<file path="src/rtl/refresh_pkg.sv">
// refresh_pkg: shared state encoding and width helper for the advanced-refresh controller.
package refresh_pkg;

   typedef enum logic [2:0] {IDLE, DEFER, READ, WRITE, DONE} ref_state_t;

   // Address/counter width for n distinct values, never narrower than one bit.
   function automatic int row_width(input int n);
      return (n > 1) ? $clog2(n) : 1;
   endfunction

endpackage

</file>
<file path="src/rtl/refresh_sequencer.sv">
// refresh_sequencer: arbitrates refresh requests against host traffic, then
// sweeps every row with a read/write-back pair and pulses cycle_done.
module refresh_sequencer
   import refresh_pkg::*;
#(
   parameter int ROWS      = 32,
   parameter int MAX_DEFER = 8,
   parameter int ROW_W     = row_width(ROWS)
) (
   input  logic             clk,
   input  logic             rst,
   input  logic             refresh_due,
   input  logic             host_req,
   output logic             host_gnt,
   output logic             ref_rd_en,
   output logic             ref_wr_en,
   output logic [ROW_W-1:0] ref_row,
   output logic             ref_active,
   output logic             urgent,
   output logic             cycle_done
);

   localparam int               DW    = row_width(MAX_DEFER + 1);
   localparam logic [DW-1:0]    DLAST = DW'((MAX_DEFER > 0) ? MAX_DEFER - 1 : 0);
   localparam logic [ROW_W-1:0] RLAST = ROW_W'(ROWS - 1);

   ref_state_t       state_q, state_d;
   logic [ROW_W-1:0] row_q, row_d;
   logic [DW-1:0]    defer_cnt_q, defer_cnt_d;
   logic             holdoff_q, holdoff_d;
   logic             urgent_q, urgent_d;

   always_ff @(posedge clk or negedge rst) begin
      if (!rst) begin
         state_q     <= IDLE;
         row_q       <= '0;
         defer_cnt_q <= '0;
         holdoff_q   <= 1'b0;
         urgent_q    <= 1'b0;
      end else begin
         state_q     <= state_d;
         row_q       <= row_d;
         defer_cnt_q <= defer_cnt_d;
         holdoff_q   <= holdoff_d;
         urgent_q    <= urgent_d;
      end
   end

   always_comb begin
      state_d     = state_q;
      row_d       = row_q;
      defer_cnt_d = '0;
      holdoff_d   = 1'b0;
      urgent_d    = 1'b0;
      unique case (state_q)
         IDLE: begin
            // holdoff masks the counter's stale request for the cycle after DONE
            if (!holdoff_q && refresh_due) begin
               urgent_d = host_req && (MAX_DEFER == 0);
               state_d  = (host_req && (MAX_DEFER != 0)) ? DEFER : READ;
            end
         end
         DEFER: begin
            if (!host_req || defer_cnt_q == DLAST) begin
               state_d  = READ;
               urgent_d = host_req;
            end else begin
               defer_cnt_d = defer_cnt_q + DW'(1);
            end
         end
         READ: state_d = WRITE;
         WRITE: begin
            state_d = (row_q == RLAST) ? DONE : READ;
            row_d   = (row_q == RLAST) ? '0 : row_q + ROW_W'(1);
         end
         DONE: begin
            state_d   = IDLE;
            holdoff_d = 1'b1;
         end
         default: state_d = IDLE;
      endcase
   end

   always_comb begin
      host_gnt   = host_req && (state_q inside {IDLE, DEFER, DONE});
      ref_rd_en  = state_q == READ;
      ref_wr_en  = state_q == WRITE;
      ref_row    = row_q;
      ref_active = state_q inside {READ, WRITE};
      urgent     = urgent_q;
      cycle_done = state_q == DONE;
   end

endmodule

</file>
<file path="config.mk">
export PLATFORM = sky130hd
export DESIGN_NAME = refresh_sequencer
export DESIGN_NICKNAME = d
export VERILOG_FILES = /design/src/rtl/refresh_pkg.sv /design/src/rtl/refresh_sequencer.sv
export SDC_FILE = /design/constraint.sdc
export NUM_CORES = 1
export LEC_CHECK = 0
export ABC_AREA = 1
export BUFFER_PORTS_ARGS = -buffer_cell sky130_fd_sc_hd__buf_2
export CAP_MARGIN = 25
export CORE_UTILIZATION = 45
export CTS_BUF_LIST = sky130_fd_sc_hd__clkbuf_16
export DETAILED_ROUTE_END_ITERATION = 8
export PLACE_DENSITY = 0.71
export REMOVE_ABC_BUFFERS = 1
export SLEW_MARGIN = 5
export SYNTH_ARGS = -nofsm -noshare
export SYNTH_HDL_FRONTEND = slang
export SYNTH_SLANG_ARGS = --single-unit
</file>
<file path="constraint.sdc">
create_clock -name clk -period 1.1 [get_ports clk]
set_input_delay 0.22 -clock clk [delete_from_list [all_inputs] [get_ports clk]]
set_output_delay 0.22 -clock clk [all_outputs]
set_load 0.05 [all_outputs]
</file>
==> metrics.md, run 1 <==
| Metric | Value |
|---|---|
| Antenna violations before repair | 0 |
| Max Fanout on Critical Path | 4 |
| Ratio of final minimum period to clock period | 1.34 |
| CP Data Required Time | 880 ps |
| Final worst slack | -376 ps |
| Failing checks | setup timing |
| GPL Wtd Cong | 0.877 |
| DR WL/cell | 16.3 um |
| Largest net degree at the start of global routing | 15 |
| Die W | 40.8 um |
| Synth-to-layout area growth | 77.3% |
| Total gr overflow | 0 |
| Dominant synthesized flop cell | dfrtp_1 |
| DRT Pass-1 Iters | 4 |
| Detailed Route Iter0 Violations | 14 |
| Row count | 13 |
| Synth warnings | 0 |
| DRC | 0 |
| Worst setup EP type | primary output |
| Number of flops mapped to enable cells by yosys | 0 |
| Slew Viols, Final | 0 |
| Die Y-Extent | 40.8 um |
| Buffers on Ports | 14 |
| Share of synthesized registers carrying an async set or reset | 1.00 |
| Multi-input gate area | 368 sq um |
| Fillers | 61 |
| Clock Latency Late Sink | 240 ps |
| Total vias in the final route | 691 |
| Clock root cell | clkbuf_16 |
| Reg area | 352 sq um |
| Core area | 1350 sq um |
| Final Net Count | 127 |
| Outcome | finished, violations left |
| Clock transition at path regs | 50 ps |
| Starting Density | 0.502 |
| CP Class | reg2out |
| TritonCTS clock tree | built |
| All-layer global routing usage | 0.278 |
| Layout cells sized above 1 | 0.504 |
| Num CTS Buffers | 3 |
| Deepest clock path buffer count | 2 |
| Flops & latches, synth | 14 |
| Vias in the first global route | 660 |
| Netlist Area Pre-Place | 678 sq um |
| Final Hold Vio Count | 0 |
| Worst IR Drop VDD | 0.986 mV |
| Post-route setup TNS | -3060 ps |
| Critical path arrival | 1260 ps |
| Final worst path period need | 1480 ps |
| Dpl hpwl | 1000 um |
| Slew margin rel. | 0.788 |
| PwrDens | 1020 nW/um^2 |
| Via density per instance | 5.16 |
| H-tree Lvls | 1 |
| Routed WL | 2180 um |
| Clock Skew | 3.47 ps |
| Top-area cell type share of the netlist area | 0.517 |
| Crit start category | register |
| TritonCTS Sinks | 14 |
| Final setup viols | 18 |
| Post-route ant nets | 0 |
| Yosys cell types | 18 |
| RSZ-0062 raised after global routing | true |
| Mean post-synth cell area | 8.58 sq um |
| First-pass GRT wire length | 2970 um |
| Full die area | 1670 sq um |
| Synth area leader | dfrtp_1 |
| Worst-Margin Slew | 318 ps |
| Mapped Cells | 79 |
| Hold WC Path Type | in2reg |
| P_leak | 0.606 nW |
| Maxcap violations | 0 |
| Top cells by area, synth | dfrtp_1 (52%), nand2_1 (10%), nor2_1 (7.7%) |
| Final core utilization | 0.891 |
| Sequential share of the synthesized area | 0.517 |
| Ant diodes | 0 |
| Count of boundary I/O pins | 15 |
| Fmax | 678 MHz |
| Leading cell types in the layout, fill and taps excluded | nand2_1 (14), buf_4 (14), dfrtp_1 (13), buf_6 (13) |
==> synth_stat cells, drive strengths merged, types with 2 or more instances <==
cell type / n
a21oi: 2
dfrtp: 14
ha: 3
inv: 11
nand2: 18
nand3: 4
nand4: 2
nor2: 15
o21ai: 2
xnor2: 2
==> sequential cells by signal (all words and copies together), names as in the netlist <==
name / count
defer_cnt_q: 4
holdoff_q: 1
ref_row: 5
state_q: 3
urgent: 1
==> worst max-delay path, cell delays in order, from the launching register on <==
cell      delay (ps)
dfrtp_1          420
or2_4            270
a21boi_2         150
buf_6            170
==> area by class of cell <==
cell class              instances  share of cell area
well taps                      15              0.0156
flip-flops and latches         14               0.292
multi-input cells              54               0.306
clock inverters                 1             0.00312
clock buffers                   3              0.0624
inverters                      11              0.0364
repair buffers                 36               0.284
==> stage by stage <==
stage / std cells / hold WS (ps) / total power [mW] / setup slack, ps / instance area [sq um]
detailed placement: 122 / 129 / 0.546 / -248 / 872
CTS: 133 / 351 / 1.23 / -353 / 1130
finish: 134 / 376 / 1.22 / -376 / 1200
global placement: 122 / 127 / 0.545 / -198 / 872
floorplan: 79 / -75.6 / 0.529 / -957 / 678
global route: 134 / 387 / 1.26 / -421 / 1200
==> power by group <==
group	internal, mW	leakage, nW	switching, mW
Clock	0.480	0.0385	0.201
Combinational	0.00845	0.392	0.0167
Sequential	0.516	0.176	0
==> layer usage <==
metal / share of wire / vias to the layer above / global-route usage
li1: - / 328 / -
met1: 0.38 / 329 / 0.338
met2: 0.54 / 24 / 0.465
met3: 0.051 / 10 / 0.0543
met4: 0.033 / 0 / 0.133
met5: 0 / - / 0
==> path summary, 6_finish.rpt <==
| check | startpoint | to | slack [ps] | cells past startpoint |
|---|---|---|---|---|
| max | state_q[1] | host_gnt | -380 | 3 |
| min | host_req | state_q[0] | 380 | 3 |
| max reg2reg | state_q[1] | ref_row[0] | -260 | 8 |
| min reg2reg | defer_cnt_q[0] | defer_cnt_q[0] | 530 | 2 |
| max in group asynchronous | rst | ref_row[4] | 440 | 2 |
| min in group asynchronous | rst | urgent | 400 | 2 |
==> repair_timing <==
item                       4_1_cts  5_1_grt
pin swaps                       12        4
setup endpoints to repair       15       19
hold buffers                     1        0
gates resized for setup         42       20
hold endpoints to repair        14        0
setup buffers                    6        3
==> kinds of logic after synthesis <==
family	after synthesis	share of synthesized area
and+or+nand+nor	41	0.262
DFF	14	0.517
buffers and inverters	11	0.0609
AOI/OAI and AO/OA	6	0.0517
xor gates and xnor gates	3	0.0388
adders and majority gates	3	0.0554
muxes	1	0.0148
(Power assumes the default switching activity.)
==> inputs of run 2 (changes only) <==
--- a/config.mk
+++ b/config.mk
@@ -11,7 +11,7 @@
 export CORE_UTILIZATION = 45
 export CTS_BUF_LIST = sky130_fd_sc_hd__clkbuf_16
 export DETAILED_ROUTE_END_ITERATION = 8
-export PLACE_DENSITY = 0.71
+export PLACE_DENSITY_LB_ADDON = 0.08
 export REMOVE_ABC_BUFFERS = 1
 export SLEW_MARGIN = 5
 export SYNTH_ARGS = -nofsm -noshare
==> run 2 against run 1 <==
The flow still finishes with violations (setup timing); sequential power is essentially flat; clock skew fell by 1.6 ps; core utilization is 3.9 points lower; sequential share of layout area increased by 1.2 points; die area is the same; via count decreased by 1.4%; count of clock-buffer cells in the layout unchanged; clock power increased by 2%; largest cell class is now sequential cells; setup slack better by 47 ps; first-iteration DRC count decreased by 7.1%; largest power group unchanged; register-to-register slack gained 40 ps.
==> metrics.md, run 2 (synthesis gave the netlist of run 1 again) <==
| Metric | Value |
|---|---|
| Leading cell types in the layout, fill and taps excluded | buf_4 (17), nand2_1 (15), dfrtp_1 (14) |
| Clock Latency Late Sink | 240 ps (about the same) |
| Die W | 40.8 um (unchanged) |
| Hold Path Origin | host_req |
| Maxcap violations | 0 (unchanged) |
| Core area | 1350 sq um (unchanged) |
| Slew Viols, Final | 0 (unchanged) |
| Max Fanout on Critical Path | 3 (-1) |
| Total vias in the final route | 681 (-1.4%) |
| Reg-to-reg endpoint | ref_row[3] |
| TritonCTS clock tree | built |
| Via density per instance | 5.12 (-0.71%) |
| Number of flip-flops under the largest register name | 5 (unchanged) |
| Num CTS Buffers | 3 (unchanged) |
| Die Y-Extent | 40.8 um (unchanged) |
| RSZ-0062 raised after global routing | true |
| Failing checks | setup timing |
| Crit start category | register |
| Part of the power in registers | 0.417 (-0.005) |
| Final setup viols | 15 (-3) |
| Post-route ant nets | 0 (unchanged) |
| Slew margin rel. | 0.773 (-0.0155) |
| DRT Pass-1 Iters | 4 (unchanged) |
| Total gr overflow | 0 (unchanged) |
| Row count | 13 (unchanged) |
| Full die area | 1670 sq um (unchanged) |
| Routed WL | 2000 um (-8.1%) |
| Final core utilization | 0.852 (-0.0389) |
| Buffers on Ports | 14 (unchanged) |
| Worst IR Drop VDD | 0.859 mV (-13%) |
| Clock Skew | 1.84 ps (-1.63 ps) |
| H-tree Lvls | 1 (unchanged) |
| First-pass GRT wire length | 2770 um (-6.7%) |
| CP Class | reg2out |
| Starting Density | 0.502 (unchanged) |
| GPL Wtd Cong | 0.760 (-13%) |
| CP Data Required Time | 880 ps (about the same) |
| Vias in the first global route | 618 (-6.4%) |
| Post-route setup TNS | -2720 ps (+348 ps) |
| Internal power | 1.01 mW (+0.11%) |
| Register-to-register setup slack | -220 ps (+40 ps) |
| Comb power frac | 0.020 (about the same) |
| Final Hold Vio Count | 0 (unchanged) |
| Sw Share | 0.187 (+0.00891) |
| Detailed Route Iter0 Violations | 13 (-1) |
| Commonest non-fill, non-tap cell in the layout | buf_4 |
| Share of power burned in the clock network | 0.563 (+0.006) |
| DR WL met2 | 1100 um (-5.6%) |
| Worst-Margin Slew | 341 ps (+23.3 ps) |
| WHS Endpoint | state_q[1] |
| Place WS | -209 ps (+39.6 ps) |
| Worst R2R Start | ref_row[0] |
| Total power | 1.24 mW (+1.2%) |
| Outcome | finished, violations left |
| Fmax | 700 MHz (+3.3%) |
| Final worst path period need | 1430 ps (-47.1 ps) |
| Antenna violations before repair | 0 (unchanged) |
| P_leak | 0.588 nW (-3.0%) |
| Clock transition at path regs | 50 ps (about the same) |
| Dpl hpwl | 1010 um (+0.66%) |
| Routed met3 length | 69 um (-38%) |
| Ratio of final minimum period to clock period | 1.30 (-0.0428) |
| Clock root cell | clkbuf_16 |
| Critical path arrival | 1210 ps (-50 ps) |
| Hold path depth | 4 (+1) |
| Reg2Reg Depth | 7 (-1) |
| TritonCTS Sinks | 14 (unchanged) |
| Final Net Count | 126 (-0.79%) |
| Layout cells sized above 1 | 0.466 (-0.0381) |
| Final worst slack | -329 ps (+47.1 ps) |
| Hold WC Path Type | in2reg |
| DR WL/cell | 15.1 um (-7.4%) |
| DR top layer | met4 |
| All-layer global routing usage | 0.275 (-0.00331) |
| Synth-to-layout area growth | 69.6% |
| Switch Pwr | 0.232 mW (+6.3%) |
| Largest net degree at the start of global routing | 15 (unchanged) |
| Count of boundary I/O pins | 15 (unchanged) |
| PwrDens | 1080 nW/um^2 (+5.8%) |
| Deepest clock path buffer count | 2 (unchanged) |
| Worst setup EP type | primary output |
| DRC | 0 (unchanged) |
| WL met1 | 818 um (-1.1%) |
| Ant diodes | 0 (unchanged) |
## run 2: power by group through the flow
stage                     Sequential (mW)  Combinational [mW]  Clock, mW
after floorplan                     0.525             0.00460          0
after global placement              0.524              0.0214          0
final                               0.516              0.0252      0.696
after detailed placement            0.524              0.0221          0
after global routing                0.516              0.0297      0.727
after CTS                           0.516              0.0249      0.693
## run 2: cell type report
cell class / count / area [sq um]
timing repair buffer: 35 / 327
tap: 15 / 18.8
multi-input combinational: 54 / 332
inverter: 11 / 43.8
clock inverter: 1 / 3.75
sequential: 14 / 350
fill: 66 / 200
clock buffer: 3 / 75.1
## run 2: worst max-delay path by stage
| stage | start | endpoint | slack [ps] | depth (start not counted) |
|---|---|---|---|---|
| final | state_q[1] | host_gnt | -330 | 3 |
| after global routing | state_q[0] | cycle_done | -340 | 3 |
| after CTS | state_q[1] | host_gnt | -340 | 3 |
| after detailed placement | state_q[0] | host_gnt | -210 | 3 |
| after global placement | state_q[0] | host_gnt | -180 | 3 |
| after floorplan | state_q[1] | host_gnt | -960 | 3 |
## run 2: worst max-delay path, cell delays in order (launching register included)
cell	delay, ps
dfrtp_1	400
or2_4	260
a21boi_2	140
buf_6	170
## run 2: repair_timing
| action | 4_1_cts | 5_1_grt |
|---|---|---|
| hold endpoints to repair | 14 | 0 |
| gates resized for setup | 39 | 13 |
| hold buffers | 1 | 0 |
| setup endpoints to repair | 16 | 17 |
| setup buffers | 4 | 3 |
| pin swaps | 13 | 3 |
## run 2: layer usage
metal / global-route usage / vias up
li1: - / 327
met1: 0.284 / 330
met2: 0.520 / 22
met3: 0.0707 / 2
met4: 0.100 / 0
met5: 0 / -
## run 2: per-stage QoR
stage | area (sq um) | hold slack, ps | cells
3_5_place_dp | 887 | 137 | 124
3_3_place_gp | 887 | 129 | 124
5_1_grt | 1150 | 387 | 133
2_1_floorplan | 678 | -75.6 | 79
4_1_cts | 1110 | 342 | 132
6_report | 1150 | 350 | 133
==> inputs of run 3 (changes only) <==
--- a/config.mk
+++ b/config.mk
@@ -5,10 +5,9 @@
 export SDC_FILE = /design/constraint.sdc
 export NUM_CORES = 1
 export LEC_CHECK = 0
-export ABC_AREA = 1
 export BUFFER_PORTS_ARGS = -buffer_cell sky130_fd_sc_hd__buf_2
 export CAP_MARGIN = 25
-export CORE_UTILIZATION = 45
+export CORE_UTILIZATION = 46
 export CTS_BUF_LIST = sky130_fd_sc_hd__clkbuf_16
 export DETAILED_ROUTE_END_ITERATION = 8
 export PLACE_DENSITY_LB_ADDON = 0.08
==> run 3 against run 2 <==
The flow still finishes with violations (setup timing); non-clock buffer count grew 8; maximum frequency shrank 8.2%; clock power grew 2%; clock skew grew 2.1 ps; combinational power grew to 110 times the previous value; routed wire length grew 22%; synthesized cell count shrank 24%; register-to-register slack lost 240 ps; flip-flop and latch count is the same; die area grew 1.7%; core utilization grew 8.8 points; cell area grew 12%; critical path type is now reg2reg.
==> metrics.md, run 3 <==
| Metric | Value |
|---|---|
| Num CTS Buffers | 3 (unchanged) |
| Die W | 41.2 um (+0.85%) |
| Total gr overflow | 0 (unchanged) |
| CP Class | reg2reg |
| Worst R2R Start | ref_row[0] |
| Synth area leader | dfrtp_1 |
| Fmax | 643 MHz (-8.2%) |
| Dominant synthesized flop cell | dfrtp_1 |
| Vias in the first global route | 602 (-2.6%) |
| Commonest cells in the netlist | dfrtp_1 (14), nor2_1 (7), ha_1 (3) |
| H-tree Lvls | 1 (unchanged) |
| Worst-Margin Slew | 334 ps (-7.04 ps) |
| PwrDens | 3350 nW/um^2 (+210%) |
| Number of flip-flops under the largest register name | 5 (unchanged) |
| Post-route ant nets | 0 (unchanged) |
| Sequential share of the synthesized area | 0.496 (-0.0202) |
| Routed WL | 2450 um (+22%) |
| Failing checks | setup timing |
| All-layer global routing usage | 0.244 (-0.0311) |
| Die Y-Extent | 41.2 um (+0.85%) |
| Antenna violations before repair | 0 (unchanged) |
| Total vias in the final route | 675 (-0.88%) |
| Ant diodes | 0 (unchanged) |
| Full die area | 1690 sq um (+1.7%) |
| Final worst path period need | 1560 ps (+127 ps) |
| RSZ-0062 raised after global routing | true |
| TritonCTS clock tree | built |
| Ratio of final minimum period to clock period | 1.41 (+0.116) |
| Slew Viols, Final | 0 (unchanged) |
| Synth warnings | 0 (unchanged) |
| Smallest hold slack | 338 ps (-12.0 ps) |
| Clock transition at path regs | 50 ps (about the same) |
| Critical path arrival | 1740 ps (+530 ps) |
| Layout cells sized above 1 | 0.638 (+0.172) |
| Hold path depth | 3 (-1) |
| Core area | 1370 sq um (+1.2%) |
| Share of synthesized registers carrying an async set or reset | 1.00 (unchanged) |
| Via density per instance | 5.63 (+9.9%) |
| Final worst slack | -456 ps (-127 ps) |
| Hold Path Origin | host_req |
| Buffers on Ports | 14 (unchanged) |
| P_leak | 0.606 nW (+3.1%) |
| Outcome | finished, violations left |
| Top cells by area, synth | dfrtp_1 (50%), ha_1 (5.3%), nor2_1 (3.7%) |
| Cell with the most instances after synthesis | dfrtp_1 |
| Worst setup EP type | register |
| Dpl hpwl | 989 um (-2.1%) |
| Worst IR Drop VDD | 2.03 mV (+140%) |
| Register-to-register setup slack | -460 ps (-240 ps) |
| Clock Skew | 3.90 ps (+2.07 ps) |
| Final Hold Vio Count | 0 (unchanged) |
| Hold WC Path Type | in2reg |
| CP Data Required Time | 1280 ps (+400 ps) |
| Post-route setup TNS | -5400 ps (-2690 ps) |
| Clock root cell | clkbuf_16 |
| Max Fanout on Critical Path | 2 (-1) |
| Top-area cell type share of the netlist area | 0.496 (-0.0202) |
| Number of flops mapped to enable cells by yosys | 0 (unchanged) |
| DRT Pass-1 Iters | 4 (unchanged) |
| Starting Density | 0.516 (+0.0142) |
| Deepest clock path buffer count | 2 (unchanged) |
| Synth-to-layout area growth | 81.9% |
| TritonCTS Sinks | 14 (unchanged) |
| WHS Endpoint | state_q[0] |
| Mapped Cells | 60 (-24%) |
| Crit start category | register |
| DRC | 0 (unchanged) |
| Detailed Route Iter0 Violations | 22 (+9) |
| Reg2Reg Depth | 5 (-2) |
| DR WL/cell | 20.4 um (+36%) |
| Row count | 13 (unchanged) |
| Reg-to-reg endpoint | ref_row[2] |
| Final setup viols | 23 (+8) |
| Largest net degree at the start of global routing | 15 (unchanged) |
| Maxcap violations | 0 (unchanged) |
| Count of boundary I/O pins | 15 (unchanged) |
| Leading cell types in the layout, fill and taps excluded | buf_6 (16), buf_4 (16), dfrtp_1 (11) |
| Clock Latency Late Sink | 250 ps (about the same) |
| Slew margin rel. | 0.777 (+0.00469) |
| GPL Wtd Cong | 0.617 (-19%) |
| Netlist Area Pre-Place | 706 sq um (+4.1%) |
| First-pass GRT wire length | 2550 um (-8.2%) |
| Mean post-synth cell area | 11.8 sq um (+37%) |
| Flops & latches, synth | 14 (unchanged) |
| Final Net Count | 113 (-10%) |
| Yosys cell types | 33 (+15) |
-- run 3: cell types whose count changed in the layout (fill, tap and decap cells not counted), moves of 2 or more --
cell	previous run	this run
nand2_2	2	0
dfrtp_2	0	3
inv_2	4	0
nor2_1	11	6
o21ai_1	2	0
dfrtp_1	14	11
nor2_4	2	0
buf_6	7	16
inv_1	6	1
nand4_1	2	0
nand2_1	15	2
mux2_2	0	2
-- run 3: cells by family after synthesis --
family / count (synthesis) / share of synthesized area
simple gates: 26 / 0.255
flops: 14 / 0.496
compound gates: 10 / 0.0993
buf+inv: 3 / 0.0372
mux: 3 / 0.0461
fa+ha+maj: 3 / 0.0532
xor+xnor: 1 / 0.0124
-- run 3: layer usage --
layer  wire (um)  GRT usage
met4          37     0.0968
met1        1040      0.282
met2        1290      0.422
met5           0          0
met3          83     0.0652
-- run 3: final cells by class --
type,instances,area [sq um]
Fill cell,38,82.6
Clock buffer,3,75.1
Timing Repair Buffer,43,420
Tap cell,15,18.8
Inverter,1,3.75
Clock inverter,1,3.75
Multi-Input combinational cell,43,408
Sequential cell,14,354
-- run 3: worst max-delay path by stage --
stage                           from    endpoint  slack, ps  cells past startpoint
final                     ref_row[0]  ref_row[2]       -460                      5
after CTS                 ref_row[1]  ref_row[2]       -450                      5
after global placement    ref_row[0]  ref_row[2]       -430                      5
after floorplan           state_q[0]   holdoff_q       -850                      1
after global routing      ref_row[1]  ref_row[3]       -480                      7
after detailed placement  ref_row[0]  ref_row[2]       -490                      5
-- run 3: report_power, final --
group	internal, mW	switching (mW)
combinational	1.38	1.39
clock	0.482	0.229
sequential	0.660	0.151
total	2.53	1.77
-- run 3: worst max-delay path, stage by stage, from the launching register on --
cell     delay [ps]
dfrtp_1         390
ha_2            200
and3_4          160
ha_4            160
or4b_4          510
nand2_1          80
-- run 3: through the flow --
| stage | utilization | instances | power, mW | area, sq um | setup slack [ps] |
|---|---|---|---|---|---|
| 6_report | 0.940 | 120 | 4.30 | 1280 | -456 |
| 4_1_cts | 0.869 | 117 | 3.91 | 1190 | -448 |
| 5_1_grt | 0.940 | 120 | 4.45 | 1280 | -484 |
| 2_1_floorplan | - | 58 | 1.93 | 683 | -851 |
| 3_5_place_dp | 0.653 | 103 | 2.53 | 892 | -491 |
| 3_3_place_gp | 0.653 | 103 | 2.50 | 892 | -435 |
-- run 3: what timing repair did --
action / CTS / global route
hold endpoints to repair: 14 / 0
setup buffers: 9 / 6
setup endpoints to repair: 22 / 23
pin swaps: 7 / 11
resized for setup: 39 / 18
hold buffers: 1 / 0
